### config.mk
export PLATFORM = sky130hd
export DESIGN_NAME = traffic_signal_ctrl
export DESIGN_NICKNAME = d
export VERILOG_FILES = /design/src/rtl/traffic_signal_ctrl.sv
export SDC_FILE = /design/constraint.sdc
export NUM_CORES = 1
export LEC_CHECK = 0
export CAP_MARGIN = 30
export CORE_UTILIZATION = 53
export DETAILED_ROUTE_END_ITERATION = 8
export GPL_TIMING_DRIVEN = 0
export PLACE_DENSITY = 0.86
export SYNTH_ARGS = -nofsm -noshare
export SYNTH_HDL_FRONTEND = slang
export SYNTH_SLANG_ARGS = --single-unit
### constraint.sdc
create_clock -name clk -period 1.97 [get_ports clk]
set_input_delay 0.2955 -clock clk [delete_from_list [all_inputs] [get_ports clk]]
set_output_delay 0.2955 -clock clk [all_outputs]
set_load 0.01 [all_outputs]
### src/rtl/traffic_signal_ctrl.sv
// ----------------------------------------------------------------------------
// traffic_signal_ctrl
//
// Highway / country-road junction controller. Six-state Moore FSM with a
// single down-counter that times every phase. The highway rests on green and
// yields only once its minimum green has elapsed and a country car is present.
// Each yellow is followed by an all-red clearance phase. Country green is held
// for at least MIN_CG cycles and at most MAX_CG cycles.
//
// Ports:
//   clk    in   1  clock, all state changes on the rising edge
//   clear  in   1  asynchronous active-high reset (forces HG immediately)
//   X      in   1  country-road car present, sampled on the rising edge
//   hwg    out  2  highway lamp   (RED=0, YELLOW=1, GREEN=2)
//   cntry  out  2  country lamp   (same encoding)
//   state  out  3  current state code (HG=0 HY=1 AR1=2 CG=3 CY=4 AR2=5)
// ----------------------------------------------------------------------------
module traffic_signal_ctrl #(
    parameter int Y2R     = 3,
    parameter int R2G     = 2,
    parameter int MIN_HWG = 8,
    parameter int MIN_CG  = 4,
    parameter int MAX_CG  = 10,
    parameter int TW      = 8
) (
    input  logic       clk,
    input  logic       clear,
    input  logic       X,
    output logic [1:0] hwg,
    output logic [1:0] cntry,
    output logic [2:0] state
);

    localparam logic [2:0] S_HG  = 3'd0;
    localparam logic [2:0] S_HY  = 3'd1;
    localparam logic [2:0] S_AR1 = 3'd2;
    localparam logic [2:0] S_CG  = 3'd3;
    localparam logic [2:0] S_CY  = 3'd4;
    localparam logic [2:0] S_AR2 = 3'd5;

    localparam logic [1:0] LAMP_RED    = 2'd0;
    localparam logic [1:0] LAMP_YELLOW = 2'd1;
    localparam logic [1:0] LAMP_GREEN  = 2'd2;

    // Timer load values are duration-1 so a phase of D lasts exactly D cycles.
    localparam logic [TW-1:0] LD_HWG = TW'(MIN_HWG - 1);
    localparam logic [TW-1:0] LD_Y2R = TW'(Y2R - 1);
    localparam logic [TW-1:0] LD_R2G = TW'(R2G - 1);
    localparam logic [TW-1:0] LD_MCG = TW'(MAX_CG - 1);

    // One extra bit so MAX_CG = 2^TW still fits in the elapsed arithmetic.
    localparam logic [TW:0] MAX_CG_W = (TW+1)'(MAX_CG);
    localparam logic [TW:0] MIN_CG_W = (TW+1)'(MIN_CG);

    logic [2:0]    state_reg, state_next;
    logic [TW-1:0] tmr_reg, tmr_next;
    logic [TW:0]   elapsed;
    logic          tmr_zero;

    function automatic logic [TW-1:0] load_val(input logic [2:0] s);
        case (s)
            S_HY, S_CY:   load_val = LD_Y2R;
            S_AR1, S_AR2: load_val = LD_R2G;
            S_CG:         load_val = LD_MCG;
            default:      load_val = LD_HWG;
        endcase
    endfunction

    assign tmr_zero = (tmr_reg == '0);
    // Counts country-green cycles: 1 in the first CG cycle.
    assign elapsed  = MAX_CG_W - {1'b0, tmr_reg};

    always_comb begin
        state_next = state_reg;
        case (state_reg)
            S_HG:  if (tmr_zero && X) state_next = S_HY;
            S_HY:  if (tmr_zero)      state_next = S_AR1;
            S_AR1: if (tmr_zero)      state_next = S_CG;
            // Leave on max-green expiry, or early once the road empties
            // after the minimum green has been served.
            S_CG:  if (tmr_zero || (!X && elapsed >= MIN_CG_W)) state_next = S_CY;
            S_CY:  if (tmr_zero)      state_next = S_AR2;
            S_AR2: if (tmr_zero)      state_next = S_HG;
            default:                  state_next = S_HG;   // recover from codes 6/7
        endcase
    end

    always_comb begin
        tmr_next = tmr_reg;
        if (state_next != state_reg) begin
            tmr_next = load_val(state_next);
        end else if (!tmr_zero) begin
            tmr_next = tmr_reg - 1'b1;
        end
    end

    always_ff @(posedge clk or posedge clear) begin
        if (clear) begin
            state_reg <= S_HG;
            tmr_reg   <= LD_HWG;
        end else begin
            state_reg <= state_next;
            tmr_reg   <= tmr_next;
        end
    end

    always_comb begin
        hwg   = LAMP_RED;
        cntry = LAMP_RED;
        case (state_reg)
            S_HG: hwg   = LAMP_GREEN;
            S_HY: hwg   = LAMP_YELLOW;
            S_CG: cntry = LAMP_GREEN;
            S_CY: cntry = LAMP_YELLOW;
            default: ;
        endcase
    end

    assign state = state_reg;

endmodule

==> flow_summary.ini <==
[worst_setup_path]
cp.required_ps = 1670
path_cells = buf_4, nor3b_1, clkdlybuf4s50_1
rrSetupSlack_ps = 110
end_kind = output pin
reg2reg_depth = 4
cp_slowest_stage_delay_ps = 560
start_kind = flop
criticalPathCategory = flop to output pin
cpMaxStageDelayCell = clkdlybuf4s50_1
r2r-end = tmr_reg[6]
r2r_start = tmr_reg[4]
critPathArrivalTime_ps = 1630
worstPathMaxFanout = 10

[sta]
finalHoldViolations = 0
setup_viol = 0
maxSlewViolCount = 0
fmax_mhz = 520
worst_pin_slew_ps = 765
timing.hold.ws_ps = 315
period_share = 0.976
skew_ps = 9.37
relSlewSlack = 0.485
min_period_ps = 1920

[clock_tree]
clock-sinks = 11
cts_tree = yes
cts_made_buffers = 3
clk_latency_ps = 280
cts.clk_slew.worst_paths_ps = 80
cts-root-buf = clkbuf_4
ctsHtreeMaxLevel = 1
clock_path_buffers = 2
ctsHoldBuffers = 0

[layout]
multi_input_area_sq_um = 512
register_area_sq_um = 280
final_nets = 114
final_cell_mix = 10 x nand2_1, 10 x nor2_1, 7 x clkdlybuf4s50_1, 7 x dfrtp_1, 5 x a21oi_1
fillers = 118
diodes = 0
final_core_util = 0.718
instances_no_fill = 122
largest_reg_flops = 8
drive_above_1_share = 0.224
fin_area_sq_um = 981
synthToLayoutAreaGrowth_pct = 19.5

[floorplanning]
io_pins = 10
die_w_um = 41.4
num_rows = 13
dieArea_sq_um = 1710
start_util = 0.601
die-height_um = 41.4
core_sq_um = 1370

[route]
vias = 767
wl_met3_um = 131
viasPerCell = 6.29
ant_nets = 0
highest_layer = met4
drt_first_iter_violations = 23
dr.pass1.iters = 4
wl_per_cell_um = 16.1
wl_met1_um = 806
totalWireLength_mm = 1.97
dr_wl_met2_um = 989
drc_errors = 0

[power_and_ir_drop]
power_density_nw_per_um2 = 1560
p_switching_mw = 0.692
peakVddDrop_mv = 0.882
combPwrFrac = 0.555
pwr-share-seq = 0.339
p_clk_frac = 0.106
sw_frac_of_total = 0.454
leakage_nw = 0.403
intPower_mw = 0.833

[logic_synthesis]
yosysUniqueCellTypes = 40
synthTopCellsByArea = dfrtp_1 24%, dfstp_2 9.6%, ha_1 4.6%
syn-num-nets = 99
netlist_area_sq_um = 821
ys_dominant_reg_cell = dfrtp_1
ys_seq_area_frac = 0.340
synth-edff-count = 0
synth.avg_cell_area_sq_um = 8.83
async_flop_share = 1.00
ys_ff_latch = 11
yosys_warnings = 0
yosysTopAreaCell = dfrtp_1
synth_top_area_frac = 0.244
syn_inst = 93

[run_status]
outcome = completed

[place]
dpl.cell_count = 117
place_congestion = 0.901
dp_hpwl_mm = 1.44
place_area_sq_um = 930
io_buffers = 9

[global_route]
grt.total_usage = 0.261
grt_max_degree = 15
grt_pass1_vias = 673
grt_pass1_wl_mm = 2.88
overflow = 0
antenna_found_initial = 0

[hold_path]
hp-class = primary input to async pin

[job]
maxCapViolCount = 0
-- timing repair --
action                     in CTS  in global routing
cloned                          0                  0
resized for setup               6                  2
buffers inserted                2                  0
setup endpoints to repair       4                  2
-- kinds of logic (layout without fill, tap and decap cells) --
logic type / Yosys count / after routing / share of synthesized area
AO/OA/AOI/OAI: 25 / 25 / 0.250
XOR/XNOR: 4 / 4 / 0.0427
adder cells (fa/ha/maj): 3 / 3 / 0.0457
buffers and inverters: 8 / 22 / 0.0427
flip-flops: 11 / 11 / 0.340
AND/OR/NAND/NOR: 42 / 42 / 0.279
-- power groups by stage --
| stage | sequential [mW] | clock [mW] | combinational [mW] |
|---|---|---|---|
| floorplan | 0.484 | 0 | 0.586 |
| global placement | 0.492 | 0 | 0.792 |
| detailed placement | 0.504 | 0 | 0.819 |
| CTS | 0.515 | 0.159 | 0.840 |
| global route | 0.536 | 0.173 | 0.918 |
| finish | 0.518 | 0.161 | 0.847 |
-- synthesized netlist by cell type (all sizes together) (2+ instances only) --
library cell and number:
and3 3, nand2 10, a21oi 6, buf 4, nor4 2, inv 4
dfstp 3, xor2 3, nor3 4, dfrtp 8, a211oi 2, nor2 10
o211ai 3, nand3 4, nand3b 2, o21ai 4, a311oi 2, a31oi 4
ha 3
-- per-layer routing --
metal,vias to the layer above,track usage
li1,377,-
met1,340,0.308
met2,42,0.465
met3,8,0.0638
met4,0,0.0726
met5,-,0
-- layout make-up --
class / count / area share
timing repair buffer: 11 / 0.108
sequential: 11 / 0.286
inverter: 4 / 0.0153
multi-input combinational: 74 / 0.522
buffer: 3 / 0.0230
tap: 15 / 0.0191
clock buffer: 4 / 0.0268
-- worst max path at each step --
| stage | slack (ps) | endpoint | depth (start not counted) | from |
|---|---|---|---|---|
| floorplan | 400 | tmr_reg[0] | 7 | tmr_reg[1] |
| global placement | 50 | cntry[1] | 3 | state[1] |
| detailed placement | 40 | tmr_reg[4] | 4 | X |
| CTS | 40 | hwg[1] | 3 | state[0] |
| global route | -5 | cntry[0] | 4 | state[2] |
| finish | 50 | hwg[0] | 3 | state[0] |
-- worst max-delay path: cells and delay by family (launching register included) --
kind	cells	cell delay (ps)
buffers and inverters	2	760
flip-flops	1	390
AND/OR/NAND/NOR	1	200
-- through the flow --
stage	setup WS [ps]	power, mW	setup TNS, ps
after floorplan	400	1.07	0
after global placement	53.5	1.28	0
after detailed placement	40.5	1.32	0
after CTS	40.1	1.51	0
after global routing	-5.28	1.63	-5.28
final	48.0	1.53	0
Power figures use the tool's default switching activity.
